==> src/rtl/fetch_sequencer.sv <==
// PC and run-control stage: Req/Ack start/done handshake, stall/halt/branch next-PC selection.
// Optional cycle counter is built only when FETCH_CYCLE_CNT_EN is defined.
module fetch_sequencer #(
    parameter int unsigned PC_W       = 10,
    parameter int unsigned START_ADDR = 0,
    parameter int unsigned CNT_W      = 16
) (
    input  logic            Clk,
    input  logic            Reset,
    input  logic            Req,
    input  logic            Stall,
    input  logic            Halt,
    input  logic            Branch,
    input  logic            Take,
    input  logic [PC_W-1:0] Target,
    output logic [PC_W-1:0] Prog_Ctr,
    output logic            Run,
    output logic            Ack
`ifdef FETCH_CYCLE_CNT_EN
    ,
    output logic [CNT_W-1:0] Cycle_Count
`endif
);

    localparam logic [PC_W-1:0] START_PC = PC_W'(START_ADDR);

    typedef enum logic [1:0] {
        StIdle = 2'd0,
        StRun  = 2'd1,
        StDone = 2'd2
    } state_e;

    state_e state;
    logic   req_q;
    logic   start;

    assign start = Req & ~req_q;

    always_ff @(posedge Clk) begin
        if (Reset) begin
            state    <= StIdle;
            Prog_Ctr <= START_PC;
            Run      <= 1'b0;
            Ack      <= 1'b0;
            req_q    <= 1'b0;
        end else begin
            req_q <= Req;
            case (state)
                StIdle, StDone: begin
                    if (start) begin
                        state    <= StRun;
                        Prog_Ctr <= START_PC;
                        Run      <= 1'b1;
                        Ack      <= 1'b0;
                    end
                end
                StRun: begin
                    // Stall overrides everything, including Halt.
                    if (!Stall) begin
                        if (Halt) begin
                            state <= StDone;
                            Run   <= 1'b0;
                            Ack   <= 1'b1;
                        end else if (Branch && Take) begin
                            Prog_Ctr <= Target;
                        end else begin
                            Prog_Ctr <= Prog_Ctr + 1'b1;
                        end
                    end
                end
                default: begin
                    state <= StIdle;
                    Run   <= 1'b0;
                    Ack   <= 1'b0;
                end
            endcase
        end
    end

`ifdef FETCH_CYCLE_CNT_EN
    // Counts every RUN cycle (stalls and the halting cycle included), saturating.
    always_ff @(posedge Clk) begin
        if (Reset) begin
            Cycle_Count <= '0;
        end else if ((state == StIdle || state == StDone) && start) begin
            Cycle_Count <= '0;
        end else if (state == StRun && Cycle_Count != {CNT_W{1'b1}}) begin
            Cycle_Count <= Cycle_Count + 1'b1;
        end
    end
`endif

endmodule

==> config.mk <==
export PLATFORM = sky130hd
export DESIGN_NAME = fetch_sequencer
export DESIGN_NICKNAME = d
export VERILOG_FILES = /design/src/rtl/fetch_sequencer.sv
export SDC_FILE = /design/constraint.sdc
export NUM_CORES = 1
export LEC_CHECK = 0
export CORE_AREA = 5 5 46 48
export DETAILED_ROUTE_END_ITERATION = 12
export DIE_AREA = 0 0 51 53
export DONT_BUFFER_PORTS = 1
export HOLD_SLACK_MARGIN = 0.08
export PLACE_DENSITY = 0.76
export SLEW_MARGIN = 15
export SYNTH_ARGS = -nofsm -noshare
export SYNTH_HDL_FRONTEND = slang
export SYNTH_SLANG_ARGS = --single-unit
==> constraint.sdc <==
create_clock -name Clk -period 1.4 [get_ports Clk]
set_input_delay 0.21 -clock Clk [delete_from_list [all_inputs] [get_ports Clk]]
set_output_delay 0.21 -clock Clk [all_outputs]
set_load 0.05 [all_outputs]
==> Word-level counts from Yosys, hierarchy flattened <==
Cells that the tools add are included.
{ "word_totals": {"register_bits": 15, "latch_bits": 0, "ram_bits": 0, "rom_bits": 0, "in_bits": 17, "out_inout_bits": 12, "n_memories": 0} }
{ "op_classes": {"add_sub_neg": 1, "mul": 0, "div": 0, "order_cmp": 0, "eq_ne": 6, "shifts": 0, "muxes": 17, "n_bitwise": 2, "n_reduce_logical": 6} }
{ "op_table": {"columns": ["cell", "n"], "rows": [
  ["2-to-1 mux 10 bit", 4],
  ["one-hot mux 10 bit (2 select lines)", 1],
  ["adder 10 x 1 -> 10 bit, second input constant", 1],
  ["!= test 2 bit, second input constant", 4],
  ["2-to-1 mux 1 bit", 6],
  ["2-to-1 mux 2 bit", 3],
  ["one-hot mux 1 bit (2 select lines)", 2],
  ["one-hot mux 2 bit (2 select lines)", 1],
  ["AND reduction 4 bit", 1],
  ["AND reduction 3 bit", 1],
  ["== test 2 x 1 -> 1 bit, second input constant", 1],
  ["== test 2 bit, second input constant", 1],
  ["zero test 2 bit", 1],
  ["nonzero test 2 bit", 1],
  ["OR reduction 2 bit", 1],
  ["AND 1 bit", 1],
  ["logical AND 1 bit", 1],
  ["NOT 1 bit", 1]
]} }

==> Depth between registers and ports, before layout <==
{ "depth": {"word_depth": 5, "mapped_depth": 6, "depth_no_buf": 5} }

==> Worst setup path before layout <==
OpenSTA, ideal clock, no wires.
{ "synth_path": {"path_kind": "reg2reg", "from": "register state[0]", "to": "register Prog_Ctr[9]", "setup_time_ps": 60, "t_arrival_ps": 1514, "required_time_ps": 1340, "path_slack_ps": -174, "path_stages_with_launch": 5, "n_path_buf": 0, "synth_period_minus_slack_ps": 1574, "path_cell_list": "dfxtp_1 -> or4b_4 -> or3_4 -> o22ai_1 -> a22o_1"} }
{ "synth_via": {"elab_chain_len": 4, "elab_cells_between_ends": 10} }
{ "synth_rtl": {"columns": ["item", "line_no", "rtl"], "rows": [
  ["from (decl)", "33", "state_e state;"],
  ["from (signal assigned)", "41", "state <= StIdle;"],
  ["from (signal assigned)", "51", "state <= StRun;"],
  ["from (signal assigned)", "61", "state <= StDone;"],
  ["== test 2 bit or zero test 2 bit (tied branches)", "48", "case (state)"],
  ["OR reduction 2 bit", "48", null],
  ["!= test 2 bit (no source line) or nonzero test 2 bit (tied branches)", null, null],
  ["AND reduction 4 bit (no source line)", null, null],
  ["to (signal assigned)", "65", "Prog_Ctr <= Target;"],
  ["to (signal assigned)", "67", "Prog_Ctr <= Prog_Ctr + 1'b1;"],
  ["to (decl)", "16", "output logic [PC_W-1:0] Prog_Ctr,"]
]} }
Parallel ways exist; a longest one is shown, timed or not.
A chain may end at the register's enable or synchronous reset.

==> Final worst setup path <==
{ "layout_path": {"from": "register state[1]", "to": "register Prog_Ctr[9]"} }
The elaborated chain is that of the path after synthesis.

==> out/metrics.csv <==
metric,value,unit
worstPathRequired,1.63,ns
combinationalPowerShare,0.200,
ir_drop,0.000680,V
fin_crit_sh,1.09,
switchingPower,244,uW
tightest_slew,0.403,ns
finalNetCount,151,
start_util,0.509,
netlist_area,850,um^2
dr_total_vias,966,
met3_usage,0.0620,
slew_headroom,0.730,
clock.fmax,654,MHz
setup-violations-final,7,
drc,0,
final_common_cell,buf_4,
track_usage,0.187,
post_drt_wl_per_cell,16.5,um
postLayoutCoreUtil,0.681,
hold_class,input port to flip-flop,
num_io_pins,29,
post_drt_via_cell_ratio,6.48,
grt_pass1_vias,914,
rsz0062_at_grt,yes,
critical_path_class,flip-flop to flip-flop,
syn_area_per_cell,7.79,um^2
power_frac_seq,0.516,
syn-num-nets,127,
clock_path_buffers,2,
use_met1,0.188,
drive_gt1_frac,0.348,
drtAntennaViolNets,0,
grt_pass1_wl,3.84,mm
fp.dieW,51,um
drt_iter0_markers,18,
synth_ff_type,dfxtp_1,
hold_ws,0.0975,ns
end_kind,flip-flop,
p_sw_frac,0.281,
worstPathMaxFanout,3,
hold_viol,0,
maxCapViolations,0,
cp-start-kind,flip-flop,
synthArstFlopShare,0,
setup_slack,-0.129,ns
p_per_area,762,nW/um^2
design.core.area,1670,um^2
grtUsageMet2,0.341,
cts_tree,built,
yosys_warnings,0,
clock_skew,0.0122,ns
fp.dieArea,2700,um^2
violations,negative setup slack,
die_h,53,um
post_synth_num_cell_types,33,
diodes,0,
maxSlewViolCount,0,
top_usage_layer,met2,
clk_latency,0.28,ns
antenna_found_initial,0,
ys_seq_area_frac,0.353,
p_clk_frac,0.284,
dpl.hpwl,1.80,mm
ys_ff_latch,15,
grt_max_degree,11,
portBuffers,0,
clockRootBuffer,clkbuf_4,
area_delta_synth_final,33.9,%
period_needed,1.53,ns
post-cts-setup-buffers,0,
power.internal,623,uW
routabilityCongestion,0.901,
leakage,0.405,nW
wl,2.46,mm
h-tree-depth,1,
clock_sinks,15,
netlist_instances,109,
setup_tns,-0.414,ns
final_cell_mix,"buf_4, nand2_1, a21oi_1",
grt.overflow.total,0,
synth_edf_count,0,
path_clk_slew,0.10,ns
drt_pass1_iterations,4,
cts_buffers,3,
rows,15,
cp.arrival,1.76,ns
status,"complete, but fails checks",
==> per-layer routing <==
metal | share of wire | wire length [um] | vias to the layer above
met1 | 0.39 | 958 | 456
li1 | - | - | 460
met2 | 0.53 | 1300 | 48
met3 | 0.077 | 190 | 2
met4 | 0.0069 | 17 | 0
met5 | 0 | 0 | -
==> through the flow <==
stage / worst slack (ns) / instances / area (um^2) / power [mW]
global route: -0.158 / 149 / 1140 / 0.922
global placement: -0.0497 / 143 / 1030 / 0.601
floorplan: -0.0845 / 109 / 866 / 0.565
finish: -0.129 / 149 / 1140 / 0.867
CTS: -0.0793 / 149 / 1090 / 0.857
detailed placement: -0.0986 / 143 / 1030 / 0.605
==> worst max-delay path: stages, from the launching register on <==
cell and delay, ns:
dfxtp_2 0.33, or4b_4 0.50, or3_4 0.37, o22ai_2 0.14, a22o_1 0.14
==> power groups by stage <==
stage / Clock (mW) / Sequential [mW] / Combinational [mW]
floorplan: 0 / 0.484 / 0.0809
global placement: 0 / 0.457 / 0.144
detailed placement: 0 / 0.457 / 0.148
CTS: 0.251 / 0.447 / 0.159
global route: 0.286 / 0.449 / 0.187
finish: 0.246 / 0.447 / 0.174
==> cell type report <==
class,count,area (um^2)
Clock buffer,4,26.3
Fill cell,138,533
Inverter,5,18.8
Multi-Input combinational cell,85,582
Sequential cell,15,312
Tap cell,17,21.3
Timing Repair Buffer,23,178
==> synthesized netlist by cell type, types with 4 or more instances <==
| cell type | instances | area, um^2 |
|---|---|---|
| o21ai_0 | 4 | 20.0 |
| dfxtp_1 | 15 | 300 |
| a21oi_1 | 10 | 50.1 |
| a31oi_1 | 5 | 31.3 |
| clkbuf_1 | 4 | 15.0 |
| nand2_1 | 11 | 41.3 |
| o22ai_1 | 5 | 31.3 |
| nor2_1 | 6 | 22.5 |
| nor3_1 | 5 | 25.0 |
| nand3_1 | 5 | 25.0 |
| inv_1 | 5 | 18.8 |
| nor2b_1 | 4 | 25.0 |
==> final timing paths <==
check / cells past startpoint / end / slack, ns / startpoint
max: 4 / Prog_Ctr[9]$_SDFFE_PP0P_ / -0.13 / state[1]$_SDFFE_PP0P_
min reg2reg: 2 / Prog_Ctr[1]$_SDFFE_PP0P_ / 0.50 / Prog_Ctr[1]$_SDFFE_PP0P_
min: 2 / Prog_Ctr[0]$_SDFFE_PP0P_ / 0.1 / Target[0]
max reg2reg: 4 / Prog_Ctr[9]$_SDFFE_PP0P_ / -0.13 / state[1]$_SDFFE_PP0P_
==> sequential cells by signal (all words and copies together) (netlist names) <==
signal / count
Run: 1
req_q: 1
Prog_Ctr: 10
Ack: 1
state: 2
==> kinds of logic (layout without fill, tap and decap cells) <==
logic type / Yosys count / after routing / share of synthesized area
and+or+nand+nor: 50 / 50 / 0.333
muxes: 1 / 1 / 0.0133
AOI/OAI and AO/OA: 33 / 33 / 0.246
buffers and inverters: 9 / 32 / 0.0398
adders and majority gates: 1 / 1 / 0.0147
DFF: 15 / 15 / 0.353
==> timing repair <==
action | 4_1_cts | 5_1_grt
resized for setup | 5 | 12
endpoints found under the setup margin | 8 | 10
hold endpoints to repair | 9 | 0
pin swaps | 2 | 4
hold buffers | 2 | 0
gates cloned | 0 | 0
No activity file was read; power rests on OpenSTA's default activity.
